File: config.mk
export PLATFORM = sky130hd
export DESIGN_NAME = sv_range_check_arbiter
export DESIGN_NICKNAME = d
export VERILOG_FILES = /design/src/rtl/sv_range_check_arbiter.sv
export SDC_FILE = /design/constraint.sdc
export NUM_CORES = 1
export LEC_CHECK = 0
export CAP_MARGIN = 25
export CORE_UTILIZATION = 49
export CTS_CLUSTER_SIZE = 10
export DETAILED_ROUTE_END_ITERATION = 10
export GPL_ROUTABILITY_DRIVEN = 0
export PLACE_DENSITY = 0.82
export SETUP_SLACK_MARGIN = 0.3
export SYNTH_ARGS = -nofsm -noshare
export SYNTH_HDL_FRONTEND = slang
export SYNTH_SLANG_ARGS = --single-unit
File: constraint.sdc
create_clock -name clk -period 3.1 [get_ports clk]
set_input_delay 0.31 -clock clk [delete_from_list [all_inputs] [get_ports clk]]
set_output_delay 0.31 -clock clk [all_outputs]
set_load 0.01 [all_outputs]
File: src/rtl/sv_range_check_arbiter.sv
// -----------------------------------------------------------------------------
// sv_range_check_arbiter
//
// Shares one 4-bit range classifier between NUM_REQ requesters. A round-robin
// arbiter picks one pending requester, captures its sample, and a three-state
// sequencer (IDLE -> EVAL -> RESP) returns the classification tagged with the
// requester id. Three saturating hit counters track how many samples fell in
// each range.
//
// Range flags for a sample d:
//   flag 0 : 3 <= d <= 7
//   flag 1 : d in {2, 5, 9}
//   flag 2 : 10 <= d <= 15
//
// Ports:
//   clk        rising-edge clock
//   rst_n      asynchronous active-low reset
//   req        per-requester request, held until granted
//   req_data   packed samples, requester i on bits [4i+3:4i]
//   gnt        one-hot grant, one-cycle pulse (high during EVAL)
//   rsp_valid  result-valid pulse (high during RESP)
//   rsp_id     requester index of the result
//   rsp_flags  {flag2, flag1, flag0} of the captured sample
//   cnt_clr    synchronous clear of all hit counters
//   cnt_r1..3  saturating hit counters for flags 0..2
// -----------------------------------------------------------------------------
module sv_range_check_arbiter #(
    parameter  int NUM_REQ = 4,
    parameter  int CNT_W   = 8,
    localparam int ID_W    = $clog2(NUM_REQ)
) (
    input  logic                   clk,
    input  logic                   rst_n,
    input  logic [NUM_REQ-1:0]     req,
    input  logic [NUM_REQ*4-1:0]   req_data,
    output logic [NUM_REQ-1:0]     gnt,
    output logic                   rsp_valid,
    output logic [ID_W-1:0]        rsp_id,
    output logic [2:0]             rsp_flags,
    input  logic                   cnt_clr,
    output logic [CNT_W-1:0]       cnt_r1,
    output logic [CNT_W-1:0]       cnt_r2,
    output logic [CNT_W-1:0]       cnt_r3
);

    typedef enum logic [1:0] {
        ST_IDLE = 2'd0,
        ST_EVAL = 2'd1,
        ST_RESP = 2'd2
    } state_t;

    // Classify a 4-bit sample into the three (non-exclusive) range flags.
    function automatic logic [2:0] classify(input logic [3:0] d);
        logic r1;
        logic r2;
        logic r3;
        r1 = (d >= 4'd3) && (d <= 4'd7);
        r2 = (d == 4'd2) || (d == 4'd5) || (d == 4'd9);
        r3 = (d >= 4'd10);
        return {r3, r2, r1};
    endfunction

    // Increment a counter by one when enabled, holding at the all-ones value.
    function automatic logic [CNT_W-1:0] sat_inc(input logic [CNT_W-1:0] c,
                                                 input logic             en);
        logic [CNT_W-1:0] res;
        if (en && (c != {CNT_W{1'b1}})) begin
            res = c + CNT_W'(1'b1);
        end else begin
            res = c;
        end
        return res;
    endfunction

    state_t                 state_r;
    logic [ID_W-1:0]        rr_ptr_r;
    logic [3:0]             data_q_r;
    logic [ID_W-1:0]        id_q_r;

    logic [2*NUM_REQ-1:0]   req2_s;
    logic                   found_s;
    logic [ID_W-1:0]        offset_s;
    logic [ID_W:0]          sum_s;
    logic [ID_W-1:0]        winner_s;
    logic [ID_W-1:0]        nxt_ptr_s;
    logic [3:0]             sample_s;
    logic [NUM_REQ-1:0]     gnt_nxt_s;
    logic [2:0]             eval_flags_s;

    // Rotate the request vector so bit k is requester (rr_ptr + k) mod NUM_REQ;
    // the first set bit from the bottom is then the round-robin winner.
    assign req2_s = {req, req} >> rr_ptr_r;

    // Find the lowest set bit of the rotated requests.
    always_comb begin
        found_s  = 1'b0;
        offset_s = '0;
        for (int k = 0; k < NUM_REQ; k++) begin
            if (!found_s && req2_s[k]) begin
                found_s  = 1'b1;
                offset_s = ID_W'(k);
            end else begin
                found_s  = found_s;
            end
        end
    end

    // Map the rotated offset back to an absolute requester index and derive
    // the pointer that starts the next search just past the winner.
    always_comb begin
        sum_s = {1'b0, rr_ptr_r} + {1'b0, offset_s};
        if (sum_s >= (ID_W+1)'(NUM_REQ)) begin
            winner_s = ID_W'(sum_s - (ID_W+1)'(NUM_REQ));
        end else begin
            winner_s = sum_s[ID_W-1:0];
        end
        if (winner_s == ID_W'(NUM_REQ - 1)) begin
            nxt_ptr_s = '0;
        end else begin
            nxt_ptr_s = winner_s + ID_W'(1'b1);
        end
        gnt_nxt_s = {{(NUM_REQ-1){1'b0}}, 1'b1} << winner_s;
    end

    // Select the winner's 4-bit sample out of the packed data bus.
    always_comb begin
        sample_s = 4'h0;
        for (int k = 0; k < NUM_REQ; k++) begin
            if (winner_s == ID_W'(k)) begin
                sample_s = req_data[4*k +: 4];
            end else begin
                sample_s = sample_s;
            end
        end
    end

    assign eval_flags_s = classify(data_q_r);

    // Sequencer: arbitrate in IDLE, publish the result in EVAL, pulse in RESP.
    always_ff @(posedge clk or negedge rst_n) begin
        if (!rst_n) begin
            state_r   <= ST_IDLE;
            rr_ptr_r  <= '0;
            data_q_r  <= 4'h0;
            id_q_r    <= '0;
            gnt       <= '0;
            rsp_valid <= 1'b0;
            rsp_id    <= '0;
            rsp_flags <= 3'b000;
        end else begin
            case (state_r)
                ST_IDLE: begin
                    rsp_valid <= 1'b0;
                    if (found_s) begin
                        data_q_r <= sample_s;
                        id_q_r   <= winner_s;
                        gnt      <= gnt_nxt_s;
                        rr_ptr_r <= nxt_ptr_s;
                        state_r  <= ST_EVAL;
                    end else begin
                        gnt      <= '0;
                        state_r  <= ST_IDLE;
                    end
                end
                ST_EVAL: begin
                    rsp_flags <= eval_flags_s;
                    rsp_id    <= id_q_r;
                    rsp_valid <= 1'b1;
                    gnt       <= '0;
                    state_r   <= ST_RESP;
                end
                ST_RESP: begin
                    rsp_valid <= 1'b0;
                    gnt       <= '0;
                    state_r   <= ST_IDLE;
                end
                default: begin
                    rsp_valid <= 1'b0;
                    gnt       <= '0;
                    state_r   <= ST_IDLE;
                end
            endcase
        end
    end

    // Hit counters: clear wins over a same-cycle increment from EVAL.
    always_ff @(posedge clk or negedge rst_n) begin
        if (!rst_n) begin
            cnt_r1 <= '0;
            cnt_r2 <= '0;
            cnt_r3 <= '0;
        end else if (cnt_clr) begin
            cnt_r1 <= '0;
            cnt_r2 <= '0;
            cnt_r3 <= '0;
        end else if (state_r == ST_EVAL) begin
            cnt_r1 <= sat_inc(cnt_r1, eval_flags_s[0]);
            cnt_r2 <= sat_inc(cnt_r2, eval_flags_s[1]);
            cnt_r3 <= sat_inc(cnt_r3, eval_flags_s[2]);
        end else begin
            cnt_r1 <= cnt_r1;
            cnt_r2 <= cnt_r2;
            cnt_r3 <= cnt_r3;
        end
    end

endmodule
==> metrics list <==
* Status: completed
- Data required time of the critical path: 3.26 ns
* Final critical-path setup slack: 0.4683 ns
- Summed over its instances, the top area cell type makes up 47.05% of the synthesized netlist area.
* Final non-filler cell total: 348
- Clk Tree Root Cell: clkbuf_8
- Headroom to the max-slew limit came out at 39.23%.
* Starting Density: 51.81%
- Summed over all cells, the static leakage comes to 1.337 nW.
- Sequential share of the synthesized area: 47.05%
* Critical Path Source Type: flop
* Area inside the core boundary: 4414 µm²
- The H-tree generated during clock tree synthesis spans 2 levels.
* Chip height: 70.32 µm
- Sink count of the clock tree: 43
- The net count of the finished layout is 326.
- The slowest stage of the critical path is the dfrtp_2 cell.
- Standard-cell rows: 24
* Latest clock arrival within the worst-skew pair: 0.30 ns
- Summed over all layers, the global routing overflow is 0.
* Maximum fanout encountered on the critical timing path: 7
- Area Overhead vs Synth: 32.93%
- Walking the worst path, the cells encountered are inv_2, nand2_1, o221ai_1, o21ai_0, o221ai_1, ha_2, xnor2_1, xnor2_1, inv_1, ha_1, nor2b_2, a221oi_1, nor3_1, a21oi_1, o21ai_0.
* Routed Wire Length: 4626 µm
- Pin placement for this block handled 57 I/O pins.
* DR WL/cell: 13.29 µm
- Setup repair after global routing left no endpoint under its margin.
- The first detailed-routing pass ran for 4 iterations.
* Worst setup path class: flop to flop
- Avg Inst Size Synth: 9.570 µm²
- By area the synthesized netlist is led by dfrtp_1, nand2_1, xor2_1.
- The first global-routing pass estimated 7969 µm of wire.
- Once detailed placement completed, the half-perimeter wirelength came to 3471 µm.
- Per-cell via count in the routed design: 5.638
- Max IR drop VDD: 0.6670 mV
- Setup violations remaining at the end of the flow were counted as 0.
- Clock-pin slew reported for the worst setup and hold paths after clock tree synthesis: 0.09 ns
- Buffers added on ports: 56
- Total die area: 4945 µm²
* Synthesized netlist cell count: 239
* Yosys synthesis warning count: 0
* Final Hold Violating Endpoints: 0
- The worst setup path is captured at a flop.
- The total count of max-transition violations in the final report was 0.
- Achievable clock frequency: 380.0 MHz
* Dominant synthesized flop cell: dfrtp_1
- The library cell used most frequently in the layout, excluding fill and tap cells, is clkdlybuf4s50_1.
- Setup total negative slack on the finished layout was measured at 0 ns.
* Post-synthesis net count: 270
* Areal power density over the cells: 783.1 nW/µm²
* Combined area of all synthesized cells: 2287 µm²
- The count of nets left with antenna violations once routing finished came out at 0.
- Via count of the first global-routing pass: 1803
- Before CTS, the worst setup slack after placement is 0.1042 ns.
- In this run, synthesis inferred 0 flip-flops with an integrated enable.
* Netlist cell types: 48
- Critical R2R Capture: data_q_r[3]
* DP Cell Count: 339
* Cell type with the highest aggregate area in the netlist: dfrtp_1
* Share of synthesized flip-flops with an asynchronous set or reset: 100.0%
* Global-route total usage across every layer: 20.19%
- Final min period: 2.632 ns
- The worst register-to-register path begins at rr_ptr_r[0].
- Of the cells placed in the final design, the portion with a size suffix greater than 1 is 8.784%.
* Number of register bits inferred by synthesis: 43
- Entering global routing, the biggest net connects 44 pins.
* Commonest non-fill, non-tap cells in the layout: clkdlybuf4s50_1, dfrtp_1, nand2_1
* Die X-Extent: 70.32 µm
- Across all layers, the routed design uses 1962 vias.
* Number of max-cap violations: 0
- The design draws 2.381 mW.
* Count of filler cells inserted in the layout: 338
- In the routed design, unresolved DRC markers number 0.
- At the pin with the least slew margin, the transition time is 0.9115 ns.
- Across the routed clock network, the largest skew measured is 0.01448 ns.
- Worst hold margin: 0.1315 ns
- Reg-to-reg setup timing slack: 0.47 ns
- Slowest cell delay on critical path: 0.46 ns
* Clock tree from TritonCTS: built
* Buffers from clock root to sink, at most: 2
* Antenna cell count: 0
* Hold WC Path Type: primary input to asynchronous set/reset pin
- After the first detailed-routing iteration, the DRC count stood at 81.
- Portion of the clock cycle consumed by the worst path in the final layout: 84.89%
- Buffers inserted during clock tree synthesis total 5.
* Hold Buf Count CTS: 0
* Cell count of the worst reg-to-reg path: 15
- Number of antenna violations at the first check in global routing: 0
- Critical Path AT: 2.79 ns
[cells by family (layout without fill, tap and decap cells)]
family                     Yosys count  after routing  synth area share, %
AOI/OAI and AO/OA                   42             42                12.20
xor gates and xnor gates            18             18                6.893
adders and majority gates            8              8                4.377
buffers and inverters               15             72                2.516
DFF                                 43             43                47.05
muxes                                7              7                3.173
and+or+nand+nor                    106            106                23.80
[how the worst max path moves through the flow]
stage | from | endpoint | slack [ns] | cells past startpoint
global placement | req[0] | data_q_r[0] | 0.18 | 14
floorplan | rr_ptr_r[0] | data_q_r[0] | 0.46 | 16
CTS | rr_ptr_r[0] | data_q_r[0] | 0.36 | 15
global route | rr_ptr_r[0] | data_q_r[3] | 0.29 | 15
finish | rr_ptr_r[0] | data_q_r[3] | 0.47 | 15
detailed placement | req[0] | data_q_r[0] | 0.10 | 14
[what timing repair did]
| action | in CTS | in global routing |
|---|---|---|
| endpoints found under the setup margin | 0 | 4 |
| buffers inserted | 0 | 1 |
| gates resized for setup | 0 | 12 |
[report_power, final]
| group | internal (mW) | switching (mW) | total, mW | leakage, nW |
|---|---|---|---|---|
| combinational | 0.544 | 0.591 | 1.13 | 0.701 |
| sequential | 0.686 | 0.110 | 0.796 | 0.575 |
| clock | 0.261 | 0.190 | 0.451 | 0.0612 |
[worst max-delay path: cells and delay by family, from the launching register on]
family	cells	cell delay, ns
adders and majority gates	2	0.41
buffers and inverters	2	0.18
AOI/OAI and AO/OA	6	0.84
DFF	1	0.46
xor gates and xnor gates	2	0.30
and+or+nand+nor	3	0.31
[per-stage QoR]
| step | instance area (µm²) | utilization [%] |
|---|---|---|
| 6_report | 3040 | 68.88 |
| 3_5_place_dp | 2884 | 65.33 |
| 3_3_place_gp | 2884 | 65.33 |
| 2_1_floorplan | 2287 | - |
| 4_1_cts | 3002 | 68.00 |
| 5_1_grt | 3040 | 68.88 |
[sequential cells by signal, summed over array words and instances, names as in the netlist]
| signal | flops |
|---|---|
| cnt_r1 | 8 |
| cnt_r2 | 8 |
| cnt_r3 | 8 |
| data_q_r | 4 |
| gnt | 4 |
| rsp_flags | 3 |
| id_q_r | 2 |
| rr_ptr_r | 2 |
| rsp_id | 2 |
| rsp_valid | 1 |
| state_r | 1 |
[synth_stat cells (5+ instances only)]
| cell | n |
|---|---|
| mux2i_1 | 5 |
| nor2_1 | 22 |
| nor3_1 | 7 |
| dfrtp_1 | 43 |
| nand4_1 | 8 |
| xnor2_1 | 5 |
| o21ai_0 | 11 |
| clkbuf_1 | 7 |
| ha_1 | 8 |
| xor2_1 | 13 |
| a21oi_1 | 13 |
| nand2_1 | 31 |
| nor2b_1 | 6 |
| nand3_1 | 7 |
[area by class of cell]
type                    count  area, µm²  area share (%)
multi-input cells         181       1174           38.60
flip-flops and latches     43       1077           35.43
repair buffers             59      588.1           19.34
clock buffers               6      82.58           2.716
well taps                  52      65.06           2.140
clock inverters             2      35.03           1.152
inverters                   5      18.77          0.6173
[per-layer routing]
metal	up-vias	global-route usage, %	wire, µm
met5	-	0	0
li1	959	-	-
met2	61	33.65	2231
met3	7	4.473	230
met4	0	6.444	66
met1	935	26.01	2097
Note: power is estimated with default switching activity, not from simulation.
